## config.mk

```make
export PLATFORM = sky130hd
export DESIGN_NAME = ysyx_25060170_regfile_sb
export DESIGN_NICKNAME = d
export VERILOG_FILES = /design/src/rtl/ysyx_25060170_rf_pkg.sv /design/src/rtl/ysyx_25060170_scoreboard.sv /design/src/rtl/ysyx_25060170_regfile_sb.sv
export SDC_FILE = /design/constraint.sdc
export NUM_CORES = 2
export LEC_CHECK = 0
export BUFFER_PORTS_ARGS = -buffer_cell sky130_fd_sc_hd__buf_4
export CORE_MARGIN = 2
export CORE_UTILIZATION = 35
export CTS_CLUSTER_DIAMETER = 60
export DETAILED_ROUTE_END_ITERATION = 10
export HOLD_SLACK_MARGIN = 0.15
export MAX_ROUTING_LAYER = met4
export PLACE_DENSITY = 0.54
export SLEW_MARGIN = 5
export SYNTH_ARGS = -nofsm -noshare
export SYNTH_HDL_FRONTEND = slang
export SYNTH_SLANG_ARGS = --single-unit
```

## constraint.sdc

```tcl
create_clock -name clk -period 7 [get_ports clk]
set_clock_uncertainty 0.1 [all_clocks]
set_input_delay 1.4 -clock clk [delete_from_list [all_inputs] [get_ports clk]]
set_output_delay 1.4 -clock clk [all_outputs]
set_load 0.01 [all_outputs]
```

## src/rtl/ysyx_25060170_rf_pkg.sv

```systemverilog
// Shared defaults and small helpers for the integer register file with
// its busy-bit scoreboard.
package ysyx_25060170_rf_pkg;

    localparam int RF_XLEN    = 32;
    localparam int RF_NREG    = 32;
    localparam int RF_NRD     = 2;
    localparam int RF_ZERO_R0 = 1;

    // Register address width; a two-entry file still needs one address bit.
    function automatic int rf_aw(input int nreg);
        if (nreg <= 2) begin
            return 1;
        end else begin
            return $clog2(nreg);
        end
    endfunction

    // Low bit of slot `port` inside a packed per-port bus of `width`-bit slots.
    function automatic int rf_lo(input int port, input int width);
        return port * width;
    endfunction

endpackage

```

## src/rtl/ysyx_25060170_scoreboard.sv

```systemverilog
// Busy-bit scoreboard: per-register reservations set on issue, cleared on
// writeback or flush, a running population count, and bypass-aware queries.
module ysyx_25060170_scoreboard
    import ysyx_25060170_rf_pkg::*;
#(
    parameter int NREG    = RF_NREG,
    parameter int ZERO_R0 = RF_ZERO_R0,
    parameter int NQ      = RF_NRD + 1,
    parameter int AW      = rf_aw(RF_NREG),
    parameter int CW      = $clog2(RF_NREG + 1)
) (
    input  logic             clk,
    input  logic             rst,
    input  logic             wb_valid,
    input  logic [AW-1:0]    wb_addr,
    input  logic             fire,
    input  logic             fire_rd_en,
    input  logic [AW-1:0]    fire_rd,
    input  logic             flush,
    input  logic [NQ*AW-1:0] qry_addr,
    output logic [NQ-1:0]    qry_busy,
    output logic [CW-1:0]    busy_cnt
);

    localparam logic ZR = (ZERO_R0 != 32'sd0);
    localparam logic [NREG-1:0] ONE_HOT0 = {{(NREG-1){1'b0}}, 1'b1};

    logic [NREG-1:0] busy_q;
    logic [NREG-1:0] busy_d;
    logic [CW-1:0]   cnt_q;
    logic [CW-1:0]   cnt_d;
    logic            set_s;
    logic            inc_s;
    logic            dec_s;
    logic [NREG-1:0] set_mask_s;
    logic [NREG-1:0] clr_mask_s;

    // Next busy vector and count; a set on the register being written back wins.
    always_comb begin
        set_s      = fire && fire_rd_en && !(ZR && (fire_rd == {AW{1'b0}}));
        set_mask_s = set_s    ? (ONE_HOT0 << fire_rd) : {NREG{1'b0}};
        clr_mask_s = wb_valid ? (ONE_HOT0 << wb_addr) : {NREG{1'b0}};
        inc_s      = set_s && !busy_q[fire_rd];
        dec_s      = wb_valid && busy_q[wb_addr] && !(set_s && (fire_rd == wb_addr));
        busy_d     = flush ? {NREG{1'b0}} : ((busy_q & ~clr_mask_s) | set_mask_s);
        cnt_d      = flush ? {CW{1'b0}}
                           : (cnt_q + {{(CW-1){1'b0}}, inc_s} - {{(CW-1){1'b0}}, dec_s});
    end

    // Reservation state and count registers.
    always_ff @(posedge clk or negedge rst) begin
        if (!rst) begin
            busy_q <= {NREG{1'b0}};
            cnt_q  <= {CW{1'b0}};
        end else begin
            busy_q <= busy_d;
            cnt_q  <= cnt_d;
        end
    end

    // A register being written back this cycle is already free for consumers.
    for (genvar q = 0; q < NQ; q++) begin : g_qry
        logic [AW-1:0] a_s;
        assign a_s         = qry_addr[rf_lo(q, AW) +: AW];
        assign qry_busy[q] = busy_q[a_s]
                             && !(wb_valid && (wb_addr == a_s))
                             && !(ZR && (a_s == {AW{1'b0}}));
    end

    assign busy_cnt = cnt_q;

endmodule

```

## src/rtl/ysyx_25060170_regfile_sb.sv

```systemverilog
// Integer register file with combinational bypassed read ports and an
// issue handshake that stalls on RAW/WAW hazards against the scoreboard.
module ysyx_25060170_regfile_sb
    import ysyx_25060170_rf_pkg::*;
#(
    parameter  int XLEN    = RF_XLEN,
    parameter  int NREG    = RF_NREG,
    parameter  int NRD     = RF_NRD,
    parameter  int ZERO_R0 = RF_ZERO_R0,
    localparam int AW      = rf_aw(NREG),
    localparam int CW      = $clog2(NREG + 1)
) (
    input  logic                clk,
    input  logic                rst,
    input  logic                wb_valid,
    input  logic [AW-1:0]       wb_addr,
    input  logic [XLEN-1:0]     wb_data,
    input  logic                iss_valid,
    output logic                iss_ready,
    input  logic [NRD-1:0]      iss_rs_en,
    input  logic [NRD*AW-1:0]   iss_rs_addr,
    output logic [NRD*XLEN-1:0] iss_rs_data,
    input  logic                iss_rd_en,
    input  logic [AW-1:0]       iss_rd,
    input  logic                flush,
    output logic [CW-1:0]       busy_cnt
);

    localparam logic ZR = (ZERO_R0 != 32'sd0);

    logic [XLEN-1:0]       regs_q [NREG];
    logic [XLEN-1:0]       regs_d [NREG];
    logic                  wr_en_s;
    logic [(NRD+1)*AW-1:0] qry_addr_s;
    logic [NRD:0]          qry_busy_s;
    logic                  src_ok_s;
    logic                  dst_ok_s;
    logic                  fire_s;

    // Storage update; a hardwired zero register swallows writes.
    always_comb begin
        regs_d  = regs_q;
        wr_en_s = wb_valid && !(ZR && (wb_addr == {AW{1'b0}}));
        if (wr_en_s) begin
            regs_d[wb_addr] = wb_data;
        end else begin
            regs_d[wb_addr] = regs_q[wb_addr];
        end
    end

    // Register storage flops.
    always_ff @(posedge clk or negedge rst) begin
        if (!rst) begin
            for (int i = 0; i < NREG; i++) begin
                regs_q[i] <= {XLEN{1'b0}};
            end
        end else begin
            regs_q <= regs_d;
        end
    end

    for (genvar k = 0; k < NRD; k++) begin : g_rd
        logic [AW-1:0]   addr_s;
        logic [XLEN-1:0] data_s;
        assign addr_s = iss_rs_addr[rf_lo(k, AW) +: AW];

        // Read mux: zero register, then writeback bypass, then storage.
        always_comb begin
            data_s = {XLEN{1'b0}};
            if (!rst) begin
                data_s = {XLEN{1'b0}};
            end else if (ZR && (addr_s == {AW{1'b0}})) begin
                data_s = {XLEN{1'b0}};
            end else if (wb_valid && (wb_addr == addr_s)) begin
                data_s = wb_data;
            end else begin
                data_s = regs_q[addr_s];
            end
        end

        assign iss_rs_data[rf_lo(k, XLEN) +: XLEN] = data_s;
    end

    // Destination query rides in the slot above the source ports.
    assign qry_addr_s = {iss_rd, iss_rs_addr};

    // Hazard check: every used source and the destination must be free.
    always_comb begin
        src_ok_s = 1'b1;
        for (int k = 0; k < NRD; k++) begin
            if (iss_rs_en[k] && qry_busy_s[k]) begin
                src_ok_s = 1'b0;
            end else begin
                src_ok_s = src_ok_s;
            end
        end
        dst_ok_s  = !(iss_rd_en && qry_busy_s[NRD]);
        iss_ready = rst && !flush && src_ok_s && dst_ok_s;
    end

    assign fire_s = iss_valid && iss_ready;

    ysyx_25060170_scoreboard #(
        .NREG    (NREG),
        .ZERO_R0 (ZERO_R0),
        .NQ      (NRD + 1),
        .AW      (AW),
        .CW      (CW)
    ) u_sb (
        .clk        (clk),
        .rst        (rst),
        .wb_valid   (wb_valid),
        .wb_addr    (wb_addr),
        .fire       (fire_s),
        .fire_rd_en (iss_rd_en),
        .fire_rd    (iss_rd),
        .flush      (flush),
        .qry_addr   (qry_addr_s),
        .qry_busy   (qry_busy_s),
        .busy_cnt   (busy_cnt)
    );

endmodule

```

==> out/results.txt <==
Status = complete, no violations
Router iterations before antenna repair = 5
Multi-input combinational cell area = 34460 um^2
Place WS = 0.9512 ns
Setup TNS = 0 ns
H-tree depth = 4
Synth async-reset ratio = 1.000
Vert. Die Dim = 429.7 um
Num rows = 156
Largest net degree at the start of global routing = 162
RSZ-0062 raised after global routing = false
Slowest-stage cell, CP = buf_8
Wirelength, routed = 237700 um
Yosys warns = 0
Area share of the largest cell type after synthesis = 0.4189
Met1 Use GR = 0.3509
Share of cells above drive strength 1 = 0.2741
Final hold vios = 0
I/O pin cnt = 131
Global-route wire length before repair = 347200 um
Yosys cell types = 64
Fin crit period = 6.008 ns
Power density cells = 299.0 nW/um^2
Post-Syn Instances = 5448
Top delay family on crit path = buffers and inverters
Crit-path cells = buf_8 -> buf_4 -> buf_4 -> mux4_2 -> mux4_2 -> mux2i_1 -> a211oi_1 -> buf_4
Syn Nets = 5515
Setup CP Type = input port to output port
Core footprint = 180400 um^2
Detailed placer's ending HPWL = 137500 um
Worst setup path start = iss_rs_addr[0]
GRT Residual Overflow = 0
Area grow syn2layout = 12.12%
Maximum clock insertion buffer count = 3
Starting Density = 0.3518
Combinational group share of total power = 0.249
WP buf/inv = 4
CTS buffer count = 130
Fin crit share = 0.8583
CTS sink count = 1062
Post-synth EDFFs = 0
Routed len/inst = 30.86 um
Register area share after synthesis = 0.4189
Worst path most repeated cell = buf_4
Sequential Area = 26580 um^2
Hold WC Path Type = flop to flop
Drt drc = 0
Net switching power = 6.706 mW
Critical path fanouts, max = 70
Placer Congestion = 0.8501
Grt met2 use = 0.4117
CTS Hold Bufs = 0
Clock transition at the registers of the reported paths = 0.05 ns
Clock power frac = 0.332
Relative slew slack = 0.2093
Crit start category = input port
Worst EP required = 5.50 ns
Vias in the first global route = 47310
Clk_lat worst skew = 0.79 ns
Postcts setup bufs = 0
Max-cap violation count = 0
Leakage Power = 29.38 nW
Post-CTS Resized = 0
Type of destination of the critical path = output port
Initial antenna violation count = 2
Crit-path max cell delay = 0.62 ns
Final ANT Viol Nets = 0
CTS root buf = clkbuf_16
Vias = 48460
Top cells by area, synth = dfrtp_1 (42%), mux4_2 (30%), o21ai_0 (7.4%), nand2_1 (6.2%), clkbuf_1 (2.8%)
Layout Nets = 5301
Sequential Power Share = 0.419
Via density = 6.293
IO Port Bufs = 130
Die Area = 184700 um^2
Final WS setup = 0.9917 ns
VDD IR-drop max = 0.2180 mV
FF+latch count, synth = 1062
Max Clock Freq = 0.1664 GHz
Met3 Usage GRT = 0.03922
Overall Global Routing Usage = 0.2649
Actual slew at the worst max-slew pin = 1.186 ns
TritonCTS clock tree = yes
Ys flop type = dfrtp_1
Slew Viols, Final = 0
Setup violations, final = 0
Syn avg cell area = 11.64 um^2
FILL cells = 17290
Die Span X = 429.7 um
Largest area contributor in the netlist = dfrtp_1
Grt peak-use layer = met2
Post-synthesis cell area = 63440 um^2
Hold_sp = regs_q[998]
Critical Path AT = 4.51 ns
Origin of the critical flop-to-flop path = u_sb.busy_q[31]
Antenna cells = 0
Sw frac = 0.3153
Internal = 14.56 mW
Starting DRT DRC Count = 5540
==> final timing paths <==
| kind | to | slack [ns] | depth (start not counted) |
|---|---|---|---|
| max | iss_rs_data[17] | 0.99 | 8 |
| max in group asynchronous | regs_q[189] | 3.33 | 4 |
| min in group asynchronous | regs_q[865] | 0.48 | 1 |
| min reg2reg | regs_q[998] | 0.32 | 0 |
| max reg2reg | u_sb.busy_cnt[4] | 2.84 | 15 |
| min | regs_q[998] | 0.32 | 0 |
==> power by group through the flow <==
stage | Sequential [mW] | Combinational, mW | Clock [mW]
after floorplan | 8.51 | 3.96 | 0
after global placement | 8.86 | 5.19 | 0
after detailed placement | 8.95 | 5.29 | 0
after CTS | 8.85 | 5.30 | 7.14
after global routing | 9.11 | 5.76 | 7.39
final | 8.92 | 5.29 | 7.06
==> cells in the final DEF, fill, tap and decap left out, types with 6 or more instances in the layout <==
cell type / instances
a211oi_1: 67
a21oi_1: 23
a221o_1: 10
a221oi_1: 51
a22o_1: 32
a22oi_1: 69
buf_12: 20
buf_4: 283
buf_8: 7
bufinv_16: 12
clkbuf_1: 15
clkbuf_16: 134
clkbuf_8: 20
clkinv_2: 15
clkinv_4: 9
clkinvlp_4: 11
dfrtp_1: 1062
ha_1: 6
inv_1: 14
inv_6: 12
mux2_2: 33
mux2i_1: 141
mux4_2: 842
nand2_1: 1024
nand2_4: 32
nand2b_1: 16
nand4_1: 38
nor2_1: 70
nor2b_1: 28
o211ai_1: 12
o21ai_0: 944
o21ai_1: 120
o221ai_1: 15
o22ai_1: 38
o31ai_1: 19
xor2_1: 15
==> per-stage QoR <==
step           std cells  total power, mW  area, um^2  utilization  hold WS (ns)
3_3_place_gp        7472            14.04       66720       0.3699        0.2953
3_5_place_dp        7472            14.24       66720       0.3699        0.3046
4_1_cts             7701            21.29       71130       0.3944        0.3176
2_1_floorplan       5448            12.46       63440            -        0.3580
6_report            7701            21.27       71130       0.3944        0.3160
5_1_grt             7701            22.25       71130       0.3944        0.3296
==> per-layer routing <==
metal / up-vias / wire, um / share of wire
met1: 25280 / 96150 / 0.40
met4: 0 / 10370 / 0.044
li1: 20170 / - / -
met3: 506 / 18840 / 0.079
met2: 2509 / 112300 / 0.47
met5: - / 0 / 0
==> synthesized netlist by cell type, drive strengths merged, types with 4 or more instances <==
cell type  count
mux2          33
a211oi        67
xor2          15
buf          187
a22o          32
clkbuf       472
nand3          7
a221oi        51
a21oi         23
nand2b        16
a22oi         69
nor2          73
nor2b         29
or4            4
o31ai         20
ha             6
dfrtp       1062
o211ai        12
inv           14
o21ai       1068
nand3b         4
nand2       1056
xnor2          5
o22ai         38
mux4         842
o221ai        15
a221o         10
nand4         39
mux2i        141
==> flip-flops by register name (all words and copies together), names as in the netlist <==
signal and flops:
u_sb.busy_cnt 6, u_sb.busy_q 32, regs_q 1024
==> kinds of logic after synthesis <==
| group | count (synthesis) | share of synthesized area |
|---|---|---|
| DFF | 1062 | 0.4189 |
| muxes | 1016 | 0.3270 |
| and+or+nand+nor | 1251 | 0.07956 |
| AOI/OAI and AO/OA | 1418 | 0.1267 |
| adders and majority gates | 7 | 0.001499 |
| xor gates and xnor gates | 20 | 0.002761 |
| buffers and inverters | 674 | 0.04361 |
==> final cells by class <==
class / instances / area share
timing repair buffer: 313 / 0.03745
clock buffer: 169 / 0.05181
tap: 2370 / 0.04169
inverter: 15 / 0.0008620
clock inverter: 60 / 0.01013
sequential: 1062 / 0.3736
multi-input combinational: 3712 / 0.4844
(Power assumes the default switching activity.)
